==> src/rtl/spcp_pkg.sv <==
// Shared types and constants for the zero-crossing trigger detector.
package spcp_pkg;

   typedef enum logic [2:0] {
      ST_UNARMED,
      ST_POS,
      ST_NEG,
      ST_PEND_NEG,
      ST_PEND_POS
   } spcp_state_e;

   // Bit positions inside the zero_spcp trigger bus.
   localparam int STROBE = 2;
   localparam int DIR    = 1;
   localparam int SIGN   = 0;

endpackage

==> src/rtl/spcp_strobe_stretch.sv <==
// Stretches a one-cycle load into a STROBE_LEN-cycle strobe; a load while the
// strobe is already high inserts a single low cycle so the consumer sees a fresh rising edge.
module spcp_strobe_stretch #(
   parameter int STROBE_LEN = 8
) (
   input  logic clk_i,
   input  logic resetn_i,
   input  logic clear_i,
   input  logic load_i,
   output logic strobe_o
);

   localparam int CW = $clog2(STROBE_LEN + 1);
   localparam logic [CW-1:0] LOAD_VAL = CW'(STROBE_LEN);
   localparam logic [CW-1:0] CNT_ONE  = CW'(1);

   logic [CW-1:0] strobeCnt_q, strobeCnt_d;
   logic          gap_q, gap_d;

   always_comb begin
      strobeCnt_d = strobeCnt_q;
      gap_d       = 1'b0;
      if (clear_i) begin
         strobeCnt_d = '0;
      end else if (load_i && (strobeCnt_q != '0)) begin
         strobeCnt_d = '0;
         gap_d       = 1'b1;
      end else if (load_i || gap_q) begin
         strobeCnt_d = LOAD_VAL;
      end else if (strobeCnt_q != '0) begin
         strobeCnt_d = strobeCnt_q - CNT_ONE;
      end
   end

   always_ff @(posedge clk_i) begin
      if (!resetn_i) begin
         strobeCnt_q <= '0;
         gap_q       <= 1'b0;
      end else begin
         strobeCnt_q <= strobeCnt_d;
         gap_q       <= gap_d;
      end
   end

   assign strobe_o = (strobeCnt_q != '0);

endmodule

==> src/rtl/spcp_zero_cross.sv <==
// Hysteresis zero-crossing detector driving the zero_spcp trigger bus, plus a
// period counter measured between positive-going crossings.
module spcp_zero_cross
   import spcp_pkg::*;
#(
   parameter int S_AXIS_DATA_WIDTH = 16,
   parameter int STROBE_LEN        = 8,
   parameter int PERIOD_WIDTH      = 32
) (
   input  logic                         a_clk,
   input  logic                         a_resetn,
   input  logic [S_AXIS_DATA_WIDTH-1:0] S_AXIS_tdata,
   input  logic                         S_AXIS_tvalid,
   input  logic                         enable,
   input  logic [15:0]                  hysteresis,
   input  logic [7:0]                   min_hold,
   output logic [2:0]                   zero_spcp,
   output logic [PERIOD_WIDTH-1:0]      period,
   output logic                         period_valid
);

   // One extra bit beyond the wider operand keeps x vs +/-h free of overflow.
   localparam int CW = (S_AXIS_DATA_WIDTH + 1 > 17) ? S_AXIS_DATA_WIDTH + 1 : 17;
   localparam logic [PERIOD_WIDTH-1:0] PERIOD_ONE = PERIOD_WIDTH'(1);

   logic signed [CW-1:0] sampleExt, hPos, hNeg;
   logic                 isHi, isLo;
   logic [7:0]           holdEff, holdNext;

   spcp_state_e state_q, state_d;
   logic [7:0]  holdCnt_q, holdCnt_d;
   logic        confirm_q, confirm_d;
   logic        confirmDir_q, confirmDir_d;

   logic                    dir_q, dir_d;
   logic                    sign_q, sign_d;
   logic                    seenPos_q, seenPos_d;
   logic [PERIOD_WIDTH-1:0] periodCnt_q, periodCnt_d;
   logic [PERIOD_WIDTH-1:0] period_q, period_d;
   logic                    periodValid_q, periodValid_d;
   logic                    strobe;

   assign sampleExt = {{(CW-S_AXIS_DATA_WIDTH){S_AXIS_tdata[S_AXIS_DATA_WIDTH-1]}}, S_AXIS_tdata};
   assign hPos      = {{(CW-16){1'b0}}, hysteresis};
   assign hNeg      = -hPos;
   assign isHi      = (sampleExt > hPos);
   assign isLo      = (sampleExt < hNeg);
   assign holdEff   = (min_hold == 8'd0) ? 8'd1 : min_hold;
   assign holdNext  = holdCnt_q + 8'd1;

   always_comb begin
      state_d      = state_q;
      holdCnt_d    = holdCnt_q;
      confirm_d    = 1'b0;
      confirmDir_d = confirmDir_q;
      if (!enable) begin
         state_d   = ST_UNARMED;
         holdCnt_d = '0;
      end else if (S_AXIS_tvalid) begin
         unique case (state_q)
            ST_UNARMED: begin
               if (isHi)      state_d = ST_POS;
               else if (isLo) state_d = ST_NEG;
            end
            ST_POS: begin
               if (isLo) begin
                  if (holdEff == 8'd1) begin
                     state_d      = ST_NEG;
                     confirm_d    = 1'b1;
                     confirmDir_d = 1'b0;
                  end else begin
                     state_d   = ST_PEND_NEG;
                     holdCnt_d = 8'd1;
                  end
               end
            end
            // min_hold may have been lowered mid-pend, hence >= rather than ==.
            ST_PEND_NEG: begin
               if (!isLo) begin
                  state_d   = ST_POS;
                  holdCnt_d = '0;
               end else if (holdNext >= holdEff) begin
                  state_d      = ST_NEG;
                  holdCnt_d    = '0;
                  confirm_d    = 1'b1;
                  confirmDir_d = 1'b0;
               end else begin
                  holdCnt_d = holdNext;
               end
            end
            ST_NEG: begin
               if (isHi) begin
                  if (holdEff == 8'd1) begin
                     state_d      = ST_POS;
                     confirm_d    = 1'b1;
                     confirmDir_d = 1'b1;
                  end else begin
                     state_d   = ST_PEND_POS;
                     holdCnt_d = 8'd1;
                  end
               end
            end
            ST_PEND_POS: begin
               if (!isHi) begin
                  state_d   = ST_NEG;
                  holdCnt_d = '0;
               end else if (holdNext >= holdEff) begin
                  state_d      = ST_POS;
                  holdCnt_d    = '0;
                  confirm_d    = 1'b1;
                  confirmDir_d = 1'b1;
               end else begin
                  holdCnt_d = holdNext;
               end
            end
            default: begin
               state_d   = ST_UNARMED;
               holdCnt_d = '0;
            end
         endcase
      end
   end

   always_ff @(posedge a_clk) begin
      if (!a_resetn) begin
         state_q      <= ST_UNARMED;
         holdCnt_q    <= '0;
         confirm_q    <= 1'b0;
         confirmDir_q <= 1'b0;
      end else begin
         state_q      <= state_d;
         holdCnt_q    <= holdCnt_d;
         confirm_q    <= confirm_d;
         confirmDir_q <= confirmDir_d;
      end
   end

   // A confirm registered in the previous cycle is applied here, so a disable
   // arriving in the same cycle still suppresses it.
   always_comb begin
      dir_d         = dir_q;
      sign_d        = sign_q;
      seenPos_d     = seenPos_q;
      period_d      = period_q;
      periodValid_d = 1'b0;
      periodCnt_d   = (periodCnt_q == '1) ? periodCnt_q : periodCnt_q + PERIOD_ONE;
      if (!enable) begin
         seenPos_d   = 1'b0;
         periodCnt_d = '0;
      end else if (confirm_q) begin
         dir_d  = confirmDir_q;
         sign_d = confirmDir_q;
         if (confirmDir_q) begin
            if (seenPos_q) begin
               period_d      = periodCnt_q;
               periodValid_d = 1'b1;
            end
            seenPos_d   = 1'b1;
            periodCnt_d = PERIOD_ONE;
         end
      end
   end

   always_ff @(posedge a_clk) begin
      if (!a_resetn) begin
         dir_q         <= 1'b0;
         sign_q        <= 1'b0;
         seenPos_q     <= 1'b0;
         periodCnt_q   <= '0;
         period_q      <= '0;
         periodValid_q <= 1'b0;
      end else begin
         dir_q         <= dir_d;
         sign_q        <= sign_d;
         seenPos_q     <= seenPos_d;
         periodCnt_q   <= periodCnt_d;
         period_q      <= period_d;
         periodValid_q <= periodValid_d;
      end
   end

   spcp_strobe_stretch #(
      .STROBE_LEN(STROBE_LEN)
   ) u_stretch (
      .clk_i    (a_clk),
      .resetn_i (a_resetn),
      .clear_i  (!enable),
      .load_i   (confirm_q && enable),
      .strobe_o (strobe)
   );

   assign zero_spcp[STROBE] = strobe;
   assign zero_spcp[DIR]    = dir_q;
   assign zero_spcp[SIGN]   = sign_q;
   assign period            = period_q;
   assign period_valid      = periodValid_q;

endmodule
==> config.mk <==
export PLATFORM = sky130hd
export DESIGN_NAME = spcp_zero_cross
export DESIGN_NICKNAME = d
export VERILOG_FILES = /design/src/rtl/spcp_pkg.sv /design/src/rtl/spcp_strobe_stretch.sv /design/src/rtl/spcp_zero_cross.sv
export SDC_FILE = /design/constraint.sdc
export NUM_CORES = 1
export LEC_CHECK = 0
export CAP_MARGIN = 20
export CELL_PAD_IN_SITES_DETAIL_PLACEMENT = 1
export CELL_PAD_IN_SITES_GLOBAL_PLACEMENT = 1
export CORE_MARGIN = 3
export CORE_UTILIZATION = 43
export CTS_BUF_LIST = sky130_fd_sc_hd__clkbuf_16
export DETAILED_ROUTE_END_ITERATION = 10
export PLACE_DENSITY = 0.93
export SLEW_MARGIN = 25
export SYNTH_ARGS = -nofsm -noshare
export SYNTH_HDL_FRONTEND = slang
export SYNTH_SLANG_ARGS = --single-unit
==> constraint.sdc <==
create_clock -name a_clk -period 10.2 [get_ports a_clk]
set_input_delay 1.02 -clock a_clk [delete_from_list [all_inputs] [get_ports a_clk]]
set_output_delay 1.02 -clock a_clk [all_outputs]
set_load 0.02 [all_outputs]
==> results.py <==
metrics = {
    "run_status": {
        "outcome": "finished clean",
    },
    "clock_network": {
        "clk_latency_ns": 0.34,
        "clk_pin_slew_ns": 0.06,
        "htreeDepth": 3,
        "cts_hold_buffers": 0,
        "cts_sinks": 85,
        "cts_tree": "built",
        "postCtsSetupRepairBufs": 0,
        "clk_path_buf_depth": 2,
        "cts_inserted_buffers": 9,
        "cts_resized": 0,
        "cts-root-buf": "clkbuf_16",
    },
    "routing": {
        "dr.pass1.iters": 4,
        "routedWlPerCell_um": 16.81,
        "post-route-drc-count": 0,
        "drt_wl_total_um": 14120,
        "vias_per_cell": 5.650,
        "dr_total_vias": 4746,
        "ant_nets": 0,
        "drtIter0Drc": 190,
    },
    "place": {
        "place_congestion": 0.8813,
        "place_inst": 824,
        "portBuffers": 79,
        "postPlaceCellArea_um2": 5959,
        "preCtsSetupSlack_ns": 4.573,
        "hpwl_um": 11010,
    },
    "worst_setup_path": {
        "r2r-end": "state_q[2]",
        "worst_setup_path_end_kind": "flip-flop",
        "cp_max_fo": 7,
        "cpMostUsedCell": "nand4_1",
        "crit_type": "primary input to flip-flop",
        "cp-start-kind": "primary input",
        "r2r_start": "holdCnt_q[0]",
        "crit_chain": "clkdlybuf4s50_1, inv_1, nand4_1, or3_1, nor4_1, nand2b_1, xnor2_1, ha_1, nand4_1, nor3_1, o311ai_1, a31oi_1, nor2_1, a31oi_4, nor2b_1, a22o_1",
        "cpPeakStageDelay_ns": 0.58,
        "r2r_setup_slack_ns": 6.86,
        "reg2reg_depth": 12,
        "crit_path_top_delay_cell": "nor4_1",
        "required_ns": 10.49,
        "cp_data_arrival_time_ns": 5.62,
    },
    "floorplanning": {
        "core_area_um2": 11170,
        "die_y_um": 114.5,
        "num_io_pins": 80,
        "fp-row-count": 38,
        "die_area_um2": 13100,
        "initial_core_util": 0.4527,
        "die_width_um": 114.5,
    },
    "sta": {
        "hold_ws_ns": 0.4669,
        "fin_skew_ns": 0.006926,
        "final.setup.worst_slack_ns": 4.870,
        "setup_viol": 0,
        "setup_tns_ns": 0,
        "min_period_over_period": 0.5226,
        "layout_min_cycle_time_ns": 5.330,
        "rsz0062_at_grt": "false",
        "timing.slew.headroom": 0.5005,
        "fmax_ghz": 0.1876,
        "hold_viol": 0,
        "tightest_slew_ns": 0.7424,
        "final_max_slew_viol_count": 0,
    },
    "finish": {
        "fin_util": 0.5581,
        "nets": 784,
        "final_cell_count_no_fill": 840,
        "fill_cells": 1352,
        "layout_common_cells": "105 x nand2_1, 85 x dfxtp_1, 79 x clkdlybuf4s50_1, 50 x nor2_1, 45 x ha_1",
        "syn_to_final_growth_pct": 23.27,
        "num_antenna_cells": 0,
        "layout_commonest_cell": "nand2_1",
        "final_area_um2": 6236,
        "drive_gt1_frac": 0.04714,
    },
    "logic_synthesis": {
        "ys_seq_area_frac": 0.3364,
        "syn_area_um2": 5059,
        "ys.flop_type": "dfxtp_1",
        "syn_nets": 713,
        "synth-async-reset-ratio": 0,
        "synth_cell_type_count": 56,
        "synth-edff-count": 0,
        "syn_inst": 624,
        "synth_warnings": 0,
        "syn_area_per_cell_um2": 8.107,
        "ys_ff_latch": 85,
    },
    "global_route": {
        "grt_max_degree": 39,
        "grtUsageTotal": 0.2239,
        "grtUsageMet3": 0.03330,
        "globalRouteOverflowTotal": 0,
        "grt_pass1_vias": 5120,
        "grt.busiest_layer": "met2",
        "grt_use_met2": 0.4350,
        "antenna_found_initial": 0,
        "use_met1": 0.2403,
        "grt_pass1_wl_um": 23860,
    },
    "pwr": {
        "switching_share": 0.2542,
        "leakage_nw": 2.349,
        "p_per_area_nw_per_um2": 115.3,
        "seq_power_share": 0.464,
        "power_switching_mw": 0.1829,
        "ir_drop_v": 0.00009906,
        "p_int_mw": 0.5364,
        "combinationalPowerShare": 0.110,
        "power_mw": 0.7193,
        "pwr-share-clk": 0.425,
    },
    "hold_path": {
        "min-delay-start": "period[17]",
        "whs_endpoint": "period[17]",
        "whs_path_depth": 2,
        "hold_class": "flip-flop to flip-flop",
    },
    "run": {
        "cap_violations": 0,
    },
}
cells by family after synthesis:
logic type      synth area share
compound gates            0.1623
xor+xnor                 0.08137
fa+ha+maj                 0.1113
buf+inv                  0.04848
flops                     0.3364
mux                     0.004205
simple gates              0.2560
worst max-delay path: cells and delay by family:
family,cells,cell delay (ns)
compound gates,4,1.09
xor+xnor,1,0.17
buf+inv,2,0.60
fa+ha+maj,1,0.34
simple gates,8,2.38
state kept, by name, summed over array words and instances (netlist names):
signal                 count
confirmDir_q               1
confirm_q                  1
holdCnt_q                  8
period                    32
periodCnt_q               32
period_valid               1
seenPos_q                  1
sign_q                     1
state_q                    3
u_stretch.gap_q            1
u_stretch.strobeCnt_q      4
power by group through the flow:
stage,Clock [mW],Sequential (mW),Combinational (mW)
after detailed placement,0,0.341,0.0791
after global routing,0.325,0.334,0.0883
final,0.306,0.334,0.0795
after floorplan,0,0.341,0.0445
after CTS,0.310,0.334,0.0796
after global placement,0,0.341,0.0728
worst max path at each step:
stage                     slack [ns]          start  cells past startpoint      endpoint
final                           4.87  hysteresis[2]                     16  holdCnt_q[3]
after global routing            4.39  hysteresis[2]                     16  holdCnt_q[2]
after CTS                       4.94  hysteresis[2]                     16  holdCnt_q[2]
after detailed placement        4.57  hysteresis[2]                     16  holdCnt_q[2]
after global placement          4.95  hysteresis[2]                     16  holdCnt_q[2]
after floorplan                 5.82  hysteresis[3]                     15    state_q[2]
synthesized netlist by cell type, drive strengths merged, types with 17 or more instances:
library cell,count,area share
nand2,105,0.078
nand3,21,0.021
nor3,23,0.023
inv,40,0.030
ha,45,0.11
xnor2,30,0.052
nor2,52,0.039
xor2,17,0.029
dfxtp,85,0.34
a21boi,32,0.047
a21oi,21,0.021
clkbuf,18,0.013
layer usage:
| layer | up-vias | wire length (um) |
|---|---|---|
| met5 | - | 0 |
| met4 | 0 | 314 |
| met3 | 26 | 451 |
| met2 | 94 | 7647 |
| met1 | 2308 | 5704 |
| li1 | 2318 | - |
cell type report:
| class | count | area [um^2] | area share |
|---|---|---|---|
| multi-input combinational | 477 | 3119 | 0.5002 |
| inverter | 40 | 150.1 | 0.02408 |
| tap | 140 | 175.2 | 0.02809 |
| sequential | 85 | 1702 | 0.2729 |
| clock buffer | 9 | 225.2 | 0.03612 |
| clock inverter | 7 | 51.30 | 0.008226 |
| timing repair buffer | 82 | 813.3 | 0.1304 |
No activity file was read; power rests on OpenSTA's default activity.
